## config.mk

```make
export PLATFORM = sky130hd
export DESIGN_NAME = dmem_cache_resp_flat
export DESIGN_NICKNAME = d
export VERILOG_FILES = /design/src/rtl/dmem_cache_resp_if.sv /design/src/rtl/dmem_cache_resp.sv /design/src/flat_wrapper.sv
export SDC_FILE = /design/constraint.sdc
export NUM_CORES = 1
export LEC_CHECK = 0
export ABC_AREA = 1
export BUFFER_PORTS_ARGS = -buffer_cell sky130_fd_sc_hd__buf_2
export CAP_MARGIN = 20
export CORE_UTILIZATION = 30
export CTS_CLUSTER_DIAMETER = 50
export DETAILED_ROUTE_END_ITERATION = 10
export PLACE_DENSITY = 0.53
export SETUP_SLACK_MARGIN = 0.2
export SLEW_MARGIN = 20
export SYNTH_ARGS = -nofsm -noshare
export SYNTH_HDL_FRONTEND = slang
export SYNTH_SLANG_ARGS = --single-unit
```

## constraint.sdc

```tcl
create_clock -name clk -period 8.2 [get_ports clk]
set_input_delay 0.82 -clock clk [delete_from_list [all_inputs] [get_ports clk]]
set_output_delay 0.82 -clock clk [all_outputs]
set_load 0.005 [all_outputs]
```

## src/rtl/dmem_cache_resp_if.sv

```systemverilog
// dmem_cache_resp_if: CPU load/store port and backing-memory port of the
// data cache responder, bundled together.
// The slave modport is the cache itself. The master modport is its
// surroundings: the core's memory stage plus the backing memory.
interface dmem_cache_resp_if #(
  parameter int ADDR_WIDTH = 32,
  parameter int DATA_WIDTH = 32
);
  logic                  cpu_req;
  logic                  cpu_we;
  logic [ADDR_WIDTH-1:0] cpu_addr;
  logic [DATA_WIDTH-1:0] cpu_wdata;
  logic [DATA_WIDTH-1:0] cpu_rdata;
  logic                  cpu_ready;
  logic                  cpu_stall;
  logic                  mem_req;
  logic                  mem_we;
  logic [ADDR_WIDTH-1:0] mem_addr;
  logic [DATA_WIDTH-1:0] mem_wdata;
  logic [DATA_WIDTH-1:0] mem_rdata;
  logic                  mem_ack;

  modport master (
    output cpu_req, cpu_we, cpu_addr, cpu_wdata, mem_rdata, mem_ack,
    input  cpu_rdata, cpu_ready, cpu_stall, mem_req, mem_we, mem_addr, mem_wdata
  );

  modport slave (
    input  cpu_req, cpu_we, cpu_addr, cpu_wdata, mem_rdata, mem_ack,
    output cpu_rdata, cpu_ready, cpu_stall, mem_req, mem_we, mem_addr, mem_wdata
  );
endinterface

```

## src/rtl/dmem_cache_resp.sv

```systemverilog
// dmem_cache_resp: direct-mapped data cache for the core's load/store port.
// It holds one word per line and is write-through with no write-allocate.
// Load misses and all stores go to the backing memory over req/ack.
// Defining DCACHE_STATS_EN adds saturating load hit/miss counters.
// Without that macro, hit_cnt and miss_cnt are tied to zero.
module dmem_cache_resp #(
  parameter int ADDR_WIDTH = 32,
  parameter int DATA_WIDTH = 32,
  parameter int LINES      = 16
) (
  input  logic             clk,
  input  logic             rst_n,
  dmem_cache_resp_if.slave bus,
  output logic [31:0]      hit_cnt,
  output logic [31:0]      miss_cnt
);
  localparam int IDX   = $clog2(LINES);
  localparam int TAG_W = ADDR_WIDTH - IDX - 2;

  typedef enum logic [1:0] {IDLE, LOOKUP, FILL, WRITE} state_t;

  state_t                  state_reg;
  logic [ADDR_WIDTH-1:2]   addr_reg;       // latched word address
  logic                    we_reg;
  logic [DATA_WIDTH-1:0]   wdata_reg;
  logic                    hit_reg;        // store hit/miss, remembered for WRITE
  logic                    rd_valid_reg;
  logic [TAG_W-1:0]        rd_tag_reg;
  logic [DATA_WIDTH-1:0]   rd_data_reg;
  logic                    cpu_ready_reg;
  logic [DATA_WIDTH-1:0]   cpu_rdata_reg;
  logic                    mem_req_reg;
  logic                    mem_we_reg;
  logic [ADDR_WIDTH-1:0]   mem_addr_reg;
  logic [DATA_WIDTH-1:0]   mem_wdata_reg;

  logic [LINES-1:0]        valid_reg;
  logic [TAG_W-1:0]        tag_mem  [LINES];
  logic [DATA_WIDTH-1:0]   data_mem [LINES];

  logic [IDX-1:0]          req_idx;
  logic [IDX-1:0]          lat_idx;
  logic [TAG_W-1:0]        lat_tag;
  logic                    lookup_hit;
  logic                    fill_done;

  assign req_idx    = bus.cpu_addr[IDX+1:2];
  assign lat_idx    = addr_reg[IDX+1:2];
  assign lat_tag    = addr_reg[ADDR_WIDTH-1:IDX+2];
  assign lookup_hit = rd_valid_reg && (rd_tag_reg == lat_tag);
  assign fill_done  = (state_reg == FILL) && bus.mem_ack;

  assign bus.cpu_ready = cpu_ready_reg;
  assign bus.cpu_rdata = cpu_rdata_reg;
  assign bus.cpu_stall = (state_reg != IDLE) || (bus.cpu_req && !cpu_ready_reg);
  assign bus.mem_req   = mem_req_reg;
  assign bus.mem_we    = mem_we_reg;
  assign bus.mem_addr  = mem_addr_reg;
  assign bus.mem_wdata = mem_wdata_reg;

  // Registered read of tag/data when a request is accepted. Writes happen
  // only in FILL/WRITE, so a read never collides with a write.
  always_ff @(posedge clk) begin
    if (state_reg == IDLE && bus.cpu_req) begin
      rd_tag_reg  <= tag_mem[req_idx];
      rd_data_reg <= data_mem[req_idx];
    end
  end

  // Line update. A fill writes tag and data. A store writes data only if it
  // hit at LOOKUP. Reset holds the FSM in IDLE, so an aborted access never
  // reaches this block.
  always_ff @(posedge clk) begin
    if (fill_done) begin
      tag_mem[lat_idx]  <= lat_tag;
      data_mem[lat_idx] <= bus.mem_rdata;
    end else if (state_reg == WRITE && bus.mem_ack && hit_reg) begin
      data_mem[lat_idx] <= wdata_reg;
    end
  end

  // Valid bits. These are the only line state that reset has to clear.
  always_ff @(posedge clk or negedge rst_n) begin
    if (!rst_n) begin
      valid_reg <= '0;
    end else if (fill_done) begin
      valid_reg[lat_idx] <= 1'b1;
    end
  end

  // Control FSM with registered CPU and backing-memory outputs.
  always_ff @(posedge clk or negedge rst_n) begin
    if (!rst_n) begin
      state_reg     <= IDLE;
      addr_reg      <= '0;
      we_reg        <= 1'b0;
      wdata_reg     <= '0;
      hit_reg       <= 1'b0;
      rd_valid_reg  <= 1'b0;
      cpu_ready_reg <= 1'b0;
      cpu_rdata_reg <= '0;
      mem_req_reg   <= 1'b0;
      mem_we_reg    <= 1'b0;
      mem_addr_reg  <= '0;
      mem_wdata_reg <= '0;
    end else begin
      cpu_ready_reg <= 1'b0;
      case (state_reg)
        IDLE: begin
          if (bus.cpu_req) begin
            addr_reg     <= bus.cpu_addr[ADDR_WIDTH-1:2];
            we_reg       <= bus.cpu_we;
            wdata_reg    <= bus.cpu_wdata;
            rd_valid_reg <= valid_reg[req_idx];
            state_reg    <= LOOKUP;
          end
        end
        LOOKUP: begin
          hit_reg <= lookup_hit;
          if (we_reg) begin
            mem_req_reg   <= 1'b1;
            mem_we_reg    <= 1'b1;
            mem_addr_reg  <= {addr_reg, 2'b00};
            mem_wdata_reg <= wdata_reg;
            state_reg     <= WRITE;
          end else if (lookup_hit) begin
            cpu_ready_reg <= 1'b1;
            cpu_rdata_reg <= rd_data_reg;
            state_reg     <= IDLE;
          end else begin
            mem_req_reg   <= 1'b1;
            mem_we_reg    <= 1'b0;
            mem_addr_reg  <= {addr_reg, 2'b00};
            state_reg     <= FILL;
          end
        end
        FILL: begin
          if (bus.mem_ack) begin
            mem_req_reg   <= 1'b0;
            cpu_ready_reg <= 1'b1;
            cpu_rdata_reg <= bus.mem_rdata;
            state_reg     <= IDLE;
          end
        end
        WRITE: begin
          if (bus.mem_ack) begin
            mem_req_reg   <= 1'b0;
            mem_we_reg    <= 1'b0;
            cpu_ready_reg <= 1'b1;
            state_reg     <= IDLE;
          end
        end
        default: state_reg <= IDLE;
      endcase
    end
  end

`ifdef DCACHE_STATS_EN
  logic [31:0] hit_cnt_reg;
  logic [31:0] miss_cnt_reg;

  // Saturating load hit/miss counters. Loads are classified at LOOKUP.
  always_ff @(posedge clk or negedge rst_n) begin
    if (!rst_n) begin
      hit_cnt_reg  <= '0;
      miss_cnt_reg <= '0;
    end else if (state_reg == LOOKUP && !we_reg) begin
      if (lookup_hit) begin
        if (hit_cnt_reg != 32'hFFFF_FFFF) hit_cnt_reg <= hit_cnt_reg + 32'd1;
      end else begin
        if (miss_cnt_reg != 32'hFFFF_FFFF) miss_cnt_reg <= miss_cnt_reg + 32'd1;
      end
    end
  end

  assign hit_cnt  = hit_cnt_reg;
  assign miss_cnt = miss_cnt_reg;
`else
  assign hit_cnt  = 32'd0;
  assign miss_cnt = 32'd0;
`endif
endmodule
```

## src/flat_wrapper.sv

```systemverilog
// flat-port wrapper written by rule: the top's interface ports become plain ports
module dmem_cache_resp_flat 
#(
  parameter int ADDR_WIDTH = 32,
  parameter int DATA_WIDTH = 32,
  parameter int LINES      = 16
)
  (clk, rst_n, hit_cnt, miss_cnt, bus_cpu_req, bus_cpu_we, bus_cpu_addr, bus_cpu_wdata, bus_mem_rdata, bus_mem_ack, bus_cpu_rdata, bus_cpu_ready, bus_cpu_stall, bus_mem_req, bus_mem_we, bus_mem_addr, bus_mem_wdata);
  dmem_cache_resp_if #(.ADDR_WIDTH(ADDR_WIDTH), .DATA_WIDTH(DATA_WIDTH)) bus_i ();
  input  logic clk;
  input  logic rst_n;
  output logic [31:0] hit_cnt;
  output logic [31:0] miss_cnt;
  input wire logic [$bits(bus_i.cpu_req)-1:0] bus_cpu_req;
  input wire logic [$bits(bus_i.cpu_we)-1:0] bus_cpu_we;
  input wire logic [$bits(bus_i.cpu_addr)-1:0] bus_cpu_addr;
  input wire logic [$bits(bus_i.cpu_wdata)-1:0] bus_cpu_wdata;
  input wire logic [$bits(bus_i.mem_rdata)-1:0] bus_mem_rdata;
  input wire logic [$bits(bus_i.mem_ack)-1:0] bus_mem_ack;
  output wire logic [$bits(bus_i.cpu_rdata)-1:0] bus_cpu_rdata;
  output wire logic [$bits(bus_i.cpu_ready)-1:0] bus_cpu_ready;
  output wire logic [$bits(bus_i.cpu_stall)-1:0] bus_cpu_stall;
  output wire logic [$bits(bus_i.mem_req)-1:0] bus_mem_req;
  output wire logic [$bits(bus_i.mem_we)-1:0] bus_mem_we;
  output wire logic [$bits(bus_i.mem_addr)-1:0] bus_mem_addr;
  output wire logic [$bits(bus_i.mem_wdata)-1:0] bus_mem_wdata;
  assign bus_i.cpu_req = bus_cpu_req;
  assign bus_i.cpu_we = bus_cpu_we;
  assign bus_i.cpu_addr = bus_cpu_addr;
  assign bus_i.cpu_wdata = bus_cpu_wdata;
  assign bus_i.mem_rdata = bus_mem_rdata;
  assign bus_i.mem_ack = bus_mem_ack;
  assign bus_cpu_rdata = bus_i.cpu_rdata;
  assign bus_cpu_ready = bus_i.cpu_ready;
  assign bus_cpu_stall = bus_i.cpu_stall;
  assign bus_mem_req = bus_i.mem_req;
  assign bus_mem_we = bus_i.mem_we;
  assign bus_mem_addr = bus_i.mem_addr;
  assign bus_mem_wdata = bus_i.mem_wdata;
  dmem_cache_resp #(.ADDR_WIDTH(ADDR_WIDTH), .DATA_WIDTH(DATA_WIDTH), .LINES(LINES)) u_core (.clk(clk), .rst_n(rst_n), .bus(bus_i), .hit_cnt(hit_cnt), .miss_cnt(miss_cnt));
endmodule
```

==> metrics.cfg, run 1 <==
[run_status]
status = finished, final reports clean

[timing]
worst_pin_slew_ns = 1.05
period_needed_ns = 3.60
max_slew_margin_pct = 29.8
final_hold_viol_count = 0
achievable-frequency_mhz = 277
slew_violations = 0
rsz0062_at_grt = no
setup_violations = 0
fin_setup_tns_ns = 0
finalClockSkew_ns = 0.0291
period_share_pct = 44.0

[logic_synthesis]
synth_warnings = 0
synth_cell_types = 34
ys_seq_area_share_pct = 73.4
avgSynthCellArea_um2 = 12.6
synthesis.area_um2 = 46400
synthCells = 3678
synth_seq_cells = 1166

[drt]
drt-pass1-iter-count = 5
drcViolationCount = 0
drtAntennaViolNets = 0
routed_wl_mm = 132
vias = 30000
wl_per_cell_um = 22.0
vias_per_cell = 5.00
drt_iter0_drc = 2826

[floorplanning]
fp.dieH_um = 395
start_util_pct = 30.2
dieArea_um2 = 156000
fp.dieW_um = 395
fp.coreArea_um2 = 154000
ios = 265
num_rows = 144

[final_layout]
nNetsFinal = 3956
multi_input_area_um2 = 10900
regMostFlops = u_core.data_mem
drive_above_1_share_pct = 14.6
largestRegisters = u_core.data_mem (512), u_core.tag_mem (416)
final_cell_mix = edfxtp_1, o21ai_0, nor2_1, nand2_1, buf_2
stdcell_count = 6008
regArea_um2 = 34100
syn2layout_area_growth_pct = 16.6
fill_cells = 15100
largest_reg_flops = 512
final_common_cell = edfxtp_1

[clocking]
cts_tree = done
htreeDepth = 4
cts-root-buf = clkbuf_16
cts_resized = 0
cts_setup_buffers = 0
cts_inserted_buffers = 140
cts_sinks = 1166
clk_pin_slew_worst_paths_ns = 0.05
cts_buffer_depth = 3
clock_latency_ns = 0.77
holdBufCountCts = 0

[global_routing]
first_global_vias = 29200
grt_max_degree = 177
grt_usage_pct = 16.7
grt_antenna_before_repair = 3
grt-ovfl-total = 0
grt_pass1_wl_mm = 194

[setup_path]
path_class = reg2reg
crit_required_ns = 8.60
crit_path_max_incr_delay_ns = 0.71
cp.buffers_inverters = 3
cp_top_family = buffers and inverters
path_cells = nand2_1 > nor2_1 > clkinv_2 > buf_4 > nor2_4 > buf_4
start_kind = flip-flop
worst_path_max_delay_cell = clkinv_2
end_kind = flip-flop
cp.arrival_ns = 4.01
critical_path.max_fanout = 32
crit_top_cell = buf_4

[flow_run]
drv_cap = 0

[min_path]
hold_class = in2async

[placed_design]
dp.cells = 5757
place_hpwl_mm = 66.5
io_buffer_count = 196
gp_congestion = 0.757

[power_and_ir_drop]
leakagePower_nw = 19.2
power.density_nw_per_um2 = 304
vdd_drop_max_mv = 0.232

path summary, 6_finish.rpt:
path                                startpoint                      end  slack (ns)  depth (start not counted)
max reg2reg                u_core.state_reg[1]     u_core.tag_mem[2][7]        4.60                          6
max in group asynchronous                rst_n  u_core.bus.mem_addr[17]        6.83                          2
min reg2reg                u_core.valid_reg[1]      u_core.valid_reg[1]        0.46                          2
min in group clk             bus_cpu_wdata[14]     u_core.wdata_reg[14]        0.25                          3
max                        u_core.state_reg[1]     u_core.tag_mem[2][7]        4.60                          6
min                                      rst_n  u_core.bus.mem_wdata[4]        0.04                          1
area by class of cell:
class / instances / share of cell area (%)
clock buffers: 186 / 7.17
clock inverters: 64 / 1.12
diodes: 1 / 0.00462
multi-input cells: 2160 / 20.1
well taps: 2044 / 4.72
flip-flops and latches: 1166 / 63.0
inverters: 101 / 0.739
repair buffers: 286 / 3.21
per-stage QoR:
stage | worst slack, ns | utilization, % | total power [mW] | instance area [um^2] | hold slack [ns]
after global routing | 4.43 | 35.2 | 17.1 | 54200 | 0.0702
after global placement | 4.16 | 32.3 | 10.5 | 49700 | 0.443
after detailed placement | 4.14 | 32.3 | 10.6 | 49700 | 0.449
final | 4.60 | 35.2 | 16.5 | 54200 | 0.0373
after CTS | 4.56 | 35.2 | 16.6 | 54200 | 0.0401
after floorplan | 4.84 | - | 9.30 | 46700 | 0.428
kinds of logic (layout without fill, tap and decap cells):
group	after synthesis	after routing	synth area share, %
compound gates	876	876	11.4
xor+xnor	4	4	0.0754
buf+inv	417	637	4.25
flops	1166	1166	73.4
mux	31	31	0.752
other cells	1	67	0.00807
simple gates	1183	1183	10.1
power breakdown:
part	leakage [nW]	total, mW	internal [mW]	switching [mW]
Sequential	11.2	8.11	7.46	0.654
Clock	2.19	6.03	3.57	2.46
Combinational	5.88	2.33	0.712	1.62
Total	19.2	16.5	11.7	4.73
routing by layer:
metal	track usage, %	wire (um)	vias up	share of wire, %
met3	2.74	7720	193	5.9
met1	23.0	58700	15300	44
met4	4.57	2680	0	2.0
met2	27.2	62900	942	48
met5	0	0	-	0
li1	-	-	13600	-
synth_stat cells, drive strengths merged:
master | instances | area [um^2]
o211ai | 64 | 480
buf | 155 | 988
nor2 | 538 | 2030
inv | 99 | 372
nand4 | 5 | 31.3
a21boi | 1 | 7.51
a21oi | 2 | 10.0
nand3b | 1 | 7.51
or2 | 11 | 68.8
conb | 1 | 3.75
o21ai | 575 | 2880
o221ai | 171 | 1500
o22ai | 62 | 388
nor3 | 1 | 5.00
o21a | 1 | 7.51
and2 | 1 | 6.26
dfrtp | 180 | 4500
xnor2 | 4 | 35.0
edfxtp | 986 | 29600
nand3 | 156 | 781
nand2 | 470 | 1770
clkbuf | 161 | 604
mux2 | 31 | 349
clkinv | 2 | 7.51
worst register-to-register path, cell delays in order, from the launching register on:
cell and delay, ns:
dfrtp_1 0.44, nand2_1 0.18, nor2_1 0.44, clkinv_2 0.72, buf_4 0.57, nor2_4 0.44, buf_4 0.45
Power figures use the tool's default switching activity.
==> inputs of run 2 (changes only) <==
Settings changed: ABC_AREA 1 to 0.
Clock period 8.2 ns to 3.6 ns, I/O delays scaled along.
==> run 2 against run 1 <==
- global-route usage fell by 1.5 points
- setup slack got worse by 4.2 ns
- synthesized area fell by 3.5%
- clock skew fell by 0.0037 ns
- clock power rose by 120%
- count of clock-buffer cells in the layout fell by 18
- synthesized cell count fell by 42%
- routed wire length fell by 14%
- combinational power rose by 120%
- critical path depth did not move
==> metrics.cfg, run 2 <==
[global_routing]
grt_max_degree = 102  ; -42%
use_met1_pct = 19.4  ; -3.5 points
grt_antenna_before_repair = 2  ; -1
grt-ovfl-total = 0  ; unchanged
grt_usage_pct = 15.2  ; -1.5 points
busiest_layer = met2
met2_usage_pct = 26.1  ; -1.1 points
grt_pass1_wl_mm = 164  ; -15%
first_global_vias = 23200  ; -20%
met3_usage_pct = 3.21  ; +0.47 points

[placed_design]
pre_cts_ws_ns = 0.450  ; -3.69 ns
io_buffer_count = 196  ; unchanged
place_hpwl_mm = 63.9  ; -3.9%
gp_congestion = 0.730  ; -3.5%

[logic_synthesis]
ys_seq_area_share_pct = 76.1  ; +2.6 points
synth_warnings = 0  ; unchanged
synthCells = 2118  ; -42%
synthTopCellsByCount = edfxtp_1, mux4_2, nand2_1
synth_top_area_share_pct = 66.0  ; +2.3 points
synth_top_area_cell = edfxtp_1
ys.flop_type = edfxtp_1
synth_cell_types = 37  ; +8.8%
avgSynthCellArea_um2 = 21.2  ; +68%
ys_async_sr_fraction_pct = 15.4  ; unchanged
synth_seq_cells = 1166  ; unchanged
synthTopCellsByArea = edfxtp_1, mux4_2, dfrtp_1, mux2_2, nand2_1
yosysMostFrequentCell = edfxtp_1
synthesis.area_um2 = 44800  ; -3.5%
synth_edf_count = 986  ; unchanged

[final_layout]
largest_reg_flops = 512  ; unchanged
nNetsFinal = 2626  ; -34%
largestRegisters = u_core.data_mem (512), u_core.tag_mem (416)
final_cell_mix = edfxtp_1, mux4_2, nand2_1, buf_2, dfrtp_1
drive_above_1_share_pct = 35.2  ; +21 points
regMostFlops = u_core.data_mem
final_common_cell = edfxtp_1
syn2layout_area_growth_pct = 20.7

[setup_path]
end_kind = flip-flop
crit_required_ns = 4.25  ; -4.35 ns
cp.arrival_ns = 3.84  ; -0.17 ns
cp.depth = 6  ; unchanged
crit_path_max_incr_delay_ns = 0.71  ; about the same
reg2regPathDepth = 6  ; unchanged
start_kind = flip-flop
path_class = reg2reg
critical_path.max_fanout = 19  ; -41%
cp_top_family = simple AND/OR/NAND/NOR gates
cp.buffers_inverters = 1  ; -2
worst_path_max_delay_cell = or4_2
path_cells = xnor2_1 > nand4_1 > or4_4 > or4_2 > buf_4 > o221a_2
ff2ff_setup_slack_ns = 0.41  ; -4.19 ns

[power_and_ir_drop]
power.density_nw_per_um2 = 670  ; +120%
leakagePower_nw = 18.5  ; -3.8%
vdd_drop_max_mv = 0.358  ; +54%
p_total_mw = 36.2  ; +120%

[timing]
achievable-frequency_mhz = 313  ; +13%
finalClockSkew_ns = 0.0254  ; -0.00370 ns
max_slew_margin_pct = 35.9  ; +6.1 points
rsz0062_at_grt = no
fin_setup_tns_ns = 0  ; unchanged
worst_pin_slew_ns = 0.962  ; -0.0915 ns
finalWorstSetupSlack_ns = 0.409  ; -4.19 ns
period_needed_ns = 3.19  ; -0.413 ns
final_hold_viol_count = 0  ; unchanged
setup_violations = 0  ; unchanged
period_share_pct = 88.7  ; +45 points
slew_violations = 0  ; unchanged

[drt]
drcViolationCount = 0  ; unchanged
drtAntennaViolNets = 0  ; unchanged
vias = 21900  ; -27%
wl_per_cell_um = 25.0  ; +14%
drt_iter0_drc = 1724  ; -39%
drt-pass1-iter-count = 5  ; unchanged
vias_per_cell = 4.80  ; -3.9%
routed_wl_mm = 114  ; -14%

[clocking]
cts_setup_buffers = 0  ; unchanged
htreeDepth = 4  ; unchanged
clk_pin_slew_worst_paths_ns = 0.07  ; +0.02 ns
cts_inserted_buffers = 133  ; -5.0%
cts-root-buf = clkbuf_16
cts_sinks = 1166  ; unchanged
cts_tree = done
cts_buffer_depth = 3  ; unchanged
clock_latency_ns = 0.77  ; about the same

[run_status]
status = finished, final reports clean

[floorplanning]
dieArea_um2 = 151000  ; -3.5%
fp.dieW_um = 389  ; -1.7%
num_rows = 141  ; -2.1%
ios = 265  ; unchanged
start_util_pct = 30.3  ; +0.10 points
fp.dieH_um = 389  ; -1.7%
fp.coreArea_um2 = 148000  ; -3.8%

[min_path]
hold_depth = 4
hold_class = in2reg

[flow_run]
drv_cap = 0  ; unchanged

run 2: cell count changes after synthesis, moves of 86 or more:
cell / delta
nand3_1: -153
inv_1: -88
clkbuf_1: -86
o221ai_1: -171
nand2_1: -268
o21ai_0: -571
nor2_1: -509
mux4_2: +294
run 2: worst paths after layout:
kind,startpoint,endpoint
min in group asynchronous,rst_n,u_core.bus.mem_addr[30]
min,bus_cpu_req,u_core.state_reg[0]
min reg2reg,u_core.valid_reg[6],u_core.valid_reg[6]
max reg2reg,u_core.addr_reg[29],u_core.bus.cpu_rdata[0]
max,u_core.addr_reg[29],u_core.bus.cpu_rdata[0]
max in group asynchronous,rst_n,u_core.bus.mem_wdata[3]
run 2: metal layers:
metal,routed length (um),share of wire (%),up-vias
met5,12,0.011,-
met3,6040,5.3,140
met1,47300,41,11800
met2,58600,51,665
li1,-,-,9276
met4,2290,2.0,2
run 2: repair_timing:
item                                   CTS  global route
hold buffers                            93             1
resized for setup                        0             0
endpoints found under the hold margin  191             1
run 2: worst min-delay path: stages:
cell    delay [ns]
buf_2         0.12
inv_1         0.16
nor2_1        0.14
o21a_1        0.11
run 2: cell type report:
type | count | area [um^2]
Inverter | 3 | 16.3
Antenna cell | 2 | 5.00
Clock inverter | 75 | 703
Multi-Input combinational cell | 840 | 10200
Clock buffer | 168 | 3550
Timing Repair Buffer | 381 | 3070
Tap cell | 1930 | 2410
Fill cell | 13500 | 93900
Sequential cell | 1166 | 34100
run 2: logic make-up (layout without fill, tap and decap cells):
kind of cell | count (synthesis) | in the layout | synth area share, %
AOI/OAI and AO/OA | 41 | 41 | 0.963
xor gates and xnor gates | 26 | 26 | 0.508
DFF | 1166 | 1166 | 76.1
muxes | 390 | 390 | 17.2
other | 1 | 68 | 0.00837
buffers and inverters | 177 | 627 | 2.13
and+or+nand+nor | 317 | 317 | 3.12
run 2: power by group:
group	total [mW]	leakage (nW)	internal, mW	switching, mW
sequential	18.1	11.1	16.8	1.26
combinational	5.09	5.30	2.13	2.96
clock	13.1	2.07	7.53	5.56
total	36.2	18.5	26.5	9.77
run 2: through the flow:
step | util [%] | instances | hold WS (ns) | instance area [um^2]
4_1_cts | 36.5 | 4562 | 0.0214 | 54100
2_1_floorplan | - | 2183 | 0.0644 | 45100
3_3_place_gp | 33.0 | 4226 | 0.446 | 48900
5_1_grt | 36.6 | 4563 | 0.154 | 54100
3_5_place_dp | 33.0 | 4226 | 0.453 | 48900
6_report | 36.6 | 4565 | 0.151 | 54100
